File: config.mk
export PLATFORM = sky130hd
export DESIGN_NAME = ebnb_buffer
export DESIGN_NICKNAME = d
export VERILOG_FILES = /design/src/rtl/ebnb_pkg.sv /design/src/rtl/ebnb_ctrl.sv /design/src/rtl/ebnb_buffer.sv
export SDC_FILE = /design/constraint.sdc
export NUM_CORES = 1
export LEC_CHECK = 0
export ABC_AREA = 0
export BUFFER_PORTS_ARGS = -buffer_cell sky130_fd_sc_hd__buf_2
export CAP_MARGIN = 0
export CORE_UTILIZATION = 50
export CTS_BUF_LIST = sky130_fd_sc_hd__clkbuf_4
export DETAILED_ROUTE_END_ITERATION = 12
export GPL_ROUTABILITY_DRIVEN = 0
export PLACE_DENSITY = 0.74
export SLEW_MARGIN = 25
export SYNTH_ARGS = -nofsm -noshare
export SYNTH_HDL_FRONTEND = slang
export SYNTH_SLANG_ARGS = --single-unit
File: constraint.sdc
create_clock -name clk -period 3.1 [get_ports clk]
set_clock_uncertainty 0.1 [all_clocks]
set_input_delay 0.62 -clock clk [delete_from_list [all_inputs] [get_ports clk]]
set_output_delay 0.62 -clock clk [all_outputs]
set_load 0.005 [all_outputs]
File: src/rtl/ebnb_pkg.sv
// Shared helpers for the N-deep elastic buffer: pointer/count type macros and
// the elaboration-time depth check.
`ifndef EBNB_PKG_MACROS
`define EBNB_PKG_MACROS
`define EBNB_PTR_T(D) logic [$clog2(D)-1:0]
`define EBNB_CNT_T(D) logic [$clog2((D)+1)-1:0]
`endif

package ebnb_pkg;

    // Pointers wrap naturally only when the depth is a power of two.
    function automatic bit depth_ok(input int unsigned d);
        return (d >= 32'd2) && ((d & (d - 32'd1)) == 32'd0);
    endfunction

endpackage

File: src/rtl/ebnb_ctrl.sv
// Elastic buffer control: pointers, occupancy, registered ready/valid and the
// storage/head strobes.
module ebnb_ctrl
    import ebnb_pkg::*;
#(
    parameter  int unsigned DEPTH = 4,
    localparam int unsigned PTR_W = $clog2(DEPTH),
    localparam int unsigned CNT_W = $clog2(DEPTH + 1)
) (
    input  logic             clk,
    input  logic             reset_n,
    input  logic             flush,
    input  logic             t_valid,
    input  logic             i_ready,
    output logic             t_ready,
    output logic             i_valid,
    output logic [CNT_W-1:0] count,
    output logic             wr_en_c,
    output logic [PTR_W-1:0] wr_ptr,
    output logic [PTR_W-1:0] rd_addr_c,
    output logic             head_load_c,
    output logic             head_bypass_c
);

    typedef `EBNB_PTR_T(DEPTH) ptr_t;
    typedef `EBNB_CNT_T(DEPTH) cnt_t;

    ptr_t rd_ptr;
    ptr_t rd_ptr_nx;
    ptr_t wr_ptr_nx;
    cnt_t count_nx;
    logic push;
    logic pop;

    // Flush overrides both handshakes; the head is refilled whenever the slot
    // it shows is consumed or the buffer was empty.
    always_comb begin
        push          = t_valid & t_ready & ~flush;
        pop           = i_valid & i_ready & ~flush;
        count_nx      = count;
        rd_ptr_nx     = rd_ptr + PTR_W'(pop);
        wr_ptr_nx     = wr_ptr + PTR_W'(push);
        if (flush) begin
            count_nx  = '0;
            rd_ptr_nx = '0;
            wr_ptr_nx = '0;
        end else if (push && !pop) begin
            count_nx  = count + CNT_W'(1);
        end else if (pop && !push) begin
            count_nx  = count - CNT_W'(1);
        end
        wr_en_c       = push;
        rd_addr_c     = rd_ptr_nx;
        head_load_c   = ~flush & (count_nx != '0) & (pop | (count == '0));
        head_bypass_c = push & ((count - CNT_W'(pop)) == '0);
    end

    always_ff @(posedge clk or negedge reset_n) begin
        if (!reset_n) begin
            rd_ptr  <= '0;
            wr_ptr  <= '0;
            count   <= '0;
            t_ready <= 1'b1;
            i_valid <= 1'b0;
        end else begin
            rd_ptr  <= rd_ptr_nx;
            wr_ptr  <= wr_ptr_nx;
            count   <= count_nx;
            t_ready <= count_nx < CNT_W'(DEPTH);
            i_valid <= count_nx != '0;
        end
    end

endmodule

File: src/rtl/ebnb_buffer.sv
// N-deep elastic buffer with registered valid/ready on both sides, occupancy
// count and synchronous flush.
module ebnb_buffer
    import ebnb_pkg::*;
#(
    parameter  int unsigned WIDTH = 8,
    parameter  int unsigned DEPTH = 4,
    localparam int unsigned CNT_W = $clog2(DEPTH + 1)
) (
    input  logic             clk,
    input  logic             reset_n,
    input  logic             flush,
    input  logic [WIDTH-1:0] t_0_data,
    input  logic             t_0_valid,
    output logic             t_0_ready,
    output logic [WIDTH-1:0] i_0_data,
    output logic             i_0_valid,
    input  logic             i_0_ready,
    output logic [CNT_W-1:0] count
);

    typedef `EBNB_PTR_T(DEPTH) ptr_t;

    if (!depth_ok(DEPTH)) begin : g_bad_depth
        $error("ebnb_buffer: DEPTH must be a power of two and >= 2");
    end

    logic [WIDTH-1:0] mem [DEPTH];
    ptr_t             wr_ptr;
    ptr_t             rd_addr_c;
    logic             wr_en_c;
    logic             head_load_c;
    logic             head_bypass_c;

    ebnb_ctrl #(.DEPTH(DEPTH)) u_ctrl (
        .clk           (clk),
        .reset_n       (reset_n),
        .flush         (flush),
        .t_valid       (t_0_valid),
        .i_ready       (i_0_ready),
        .t_ready       (t_0_ready),
        .i_valid       (i_0_valid),
        .count         (count),
        .wr_en_c       (wr_en_c),
        .wr_ptr        (wr_ptr),
        .rd_addr_c     (rd_addr_c),
        .head_load_c   (head_load_c),
        .head_bypass_c (head_bypass_c)
    );

    // Storage array carries no reset; only words below count are ever shown.
    always_ff @(posedge clk) begin
        if (wr_en_c) begin
            mem[wr_ptr] <= t_0_data;
        end
    end

    // Head register: bypass the incoming word when it becomes the new head.
    always_ff @(posedge clk or negedge reset_n) begin
        if (!reset_n) begin
            i_0_data <= '0;
        end else if (head_load_c) begin
            i_0_data <= head_bypass_c ? t_0_data : mem[rd_addr_c];
        end
    end

endmodule

==> out/metrics.cfg <==
[synth]
synthTopCellsByArea = edfxtp_1 (43%), dfrtp_1 (18%), mux2_2 (8.1%)
ys.flop_type = edfxtp_1
async_flop_share_pct = 34.7
ys_seq_area_share_pct = 62.6
yosys.area.top_type = edfxtp_1
yosys-top-cells-count = edfxtp_1 (32), dfrtp_1 (16), mux2_2 (16)
ys_types = 31
synth_edf_count = 32
syn_nets = 182
syn_inst = 163
synth_seq_cells = 49
yosysMostFrequentCell = edfxtp_1
avgSynthCellArea_um2 = 13.6
synth_top_area_share_pct = 43.4
synthesis.area_um2 = 2220
yosysWarnings = 0

[timing]
period_minus_slack_ps = 2410
post-route-period-util_pct = 77.6
rsz0062_at_grt = false
setup_violations = 0
fmax_mhz = 416
hold_violations = 0
fin_setup_tns_ps = 0
slew_headroom_pct = 55.6
max_slew.worst_pin.slew_ps = 667
report.final.slew_viol_count = 0

[worst_setup_path]
setup.worst_path.class = reg -> reg
worstPathRequired_ps = 3250
crit_path_end_kind = flop
path_buf_inv = 1
path_cells = inv_1 -> ha_1 -> nor4_1 -> a211oi_2 -> o221ai_4 -> mux2_2
worstSetupStartpointType = flop
cp_top_family = compound AO/OA/AOI/OAI gates
crit_fanout = 8
cpPeakStageDelay_ps = 420
worstPathArrival_ps = 2550
rrSetupSlack_ps = 690
cp_slowest_cell = dfrtp_1

[clock_network]
cts-buffers-inserted = 5
cts_hold_buf = 0
cts_sinks = 49
clock_path_buffers = 2
cts_resized = 0
cts_setup_buffers = 0
cts-htree-levels = 2
clk_latency_ps = 350
clkTransAtPathRegs_ps = 130
cts_root_buf = clkbuf_4
cts_tree = built

[pwr]
p_leak_uw = 0.00104
p_per_area_nw_per_um2 = 613
vdd_drop_max_uv = 273

[global_route]
antenna_found_initial = 0
grt_pass1_vias = 1429
grt_first_pass_wirelength_mm = 6.67
track_usage_pct = 20.9
grt_max_degree = 18
overflow = 0

[cells_and_area]
multiInputGateArea_um2 = 779
nets = 214
areaGrowthSynthToFinish_pct = 12.0
antenna_cells = 0
final_cell_area_um2 = 2480
layout-drive-gt1-share_pct = 29.6
fillers = 333
final-seq-area_um2 = 1390

[floorplanning]
start_util_pct = 53.8
die_h_um = 68.6
std_cell_rows = 23
boundaryPins = 26
die_x_um = 68.6
core_area_um2 = 4120
die_area_um2 = 4700

[flow_run]
drv_cap = 0

[drt]
routed_wl_mm = 4.22
avgRoutedWirePerCell_um = 17.1
vias = 1423
drc = 0
ant_nets = 0
routed_via_density = 5.78
drtIter0Drc = 58
dr.pass1.iters = 6

[run_status]
outcome = finished, final reports clean

[placement]
post-dp-hpwl_mm = 2.96
placed_area_um2 = 2430
io_buffers = 25

[hold_path]
hold_path_class = in -> async

==> sequential cells by signal, indices dropped and copies added (netlist names) <==
name,cells
mem,32
i_0_data,8
u_ctrl.count,3
u_ctrl.rd_ptr,2
u_ctrl.wr_ptr,2
u_ctrl.i_valid,1
u_ctrl.t_ready,1
==> cells by family (layout without fill, tap and decap cells) <==
| group | after synthesis | count (layout) | share of synthesized area, % |
|---|---|---|---|
| fa+ha+maj | 8 | 8 | 4.29 |
| mux | 22 | 22 | 10.8 |
| buf+inv | 12 | 45 | 2.20 |
| compound gates | 18 | 18 | 6.04 |
| simple gates | 48 | 48 | 11.6 |
| flops | 49 | 49 | 62.6 |
| xor+xnor | 6 | 6 | 2.37 |
==> routing by layer <==
layer / track usage [%] / wire length [um] / up-vias
li1: - / - / 673
met4: 11.5 / 87 / 0
met2: 35.5 / 2170 / 45
met5: 0 / 0 / -
met1: 25.1 / 1740 / 696
met3: 3.78 / 217 / 9
==> report_power, final <==
part | internal [uW] | total, uW | leakage (uW) | switching [uW]
sequential | 779 | 825 | 0.000505 | 46.1
clock | 105 | 292 | 0.0000338 | 187
combinational | 201 | 404 | 0.000497 | 202
total | 1090 | 1520 | 0.00104 | 436
==> path summary, 6_finish.rpt <==
| check | startpoint | to | cells after the start |
|---|---|---|---|
| max in group asynchronous | reset_n | u_ctrl.t_ready | 1 |
| worst min register to register | i_0_data[2] | i_0_data[2] | 1 |
| worst max register to register | u_ctrl.count[0] | i_0_data[6] | 6 |
| min in group clk | t_0_data[4] | mem[2][4] | 1 |
| worst max-delay path | u_ctrl.count[0] | i_0_data[6] | 6 |
| worst min-delay path | reset_n | u_ctrl.i_valid | 1 |
==> worst register-to-register path: cells and delay by family (launching register included) <==
kind | cells | cell delay [ps]
AOI/OAI and AO/OA | 2 | 510
adders and majority gates | 1 | 360
buffers and inverters | 1 | 140
DFF | 1 | 420
muxes | 1 | 390
and+or+nand+nor | 1 | 390
==> layout make-up <==
class                      instances  area share, %
sequential                        49           55.9
timing repair buffer              32           7.16
clock buffer                       7           2.12
inverter                           5          0.756
tap                               50           2.52
multi-input combinational        102           31.4
clock inverter                     1          0.151
==> cells in the final DEF (no fill, tap or decap), types with 3 or more instances in the layout <==
cell	count
or3_1	5
buf_4	7
ha_1	6
inv_1	5
nand2_1	11
mux2_2	16
mux2i_1	6
o21ai_0	5
nor3_1	6
and3b_1	3
o21ai_1	3
nor4_1	7
nor2_1	8
xnor2_1	4
buf_2	25
o22ai_1	5
dfrtp_1	16
clkbuf_4	7
edfxtp_1	32
==> metrics by stage <==
stage	setup slack (ps)	instances	hold WS (ps)	utilization, %	power (uW)
4_1_cts	674	246	76.5	60.3	1530
3_3_place_gp	484	238	383	59.0	1230
6_report	694	246	74.2	60.3	1520
5_1_grt	534	246	87.9	60.3	1610
3_5_place_dp	341	238	396	59.0	1250
2_1_floorplan	516	163	224	-	1100
Note: power is estimated with default switching activity, not from simulation.
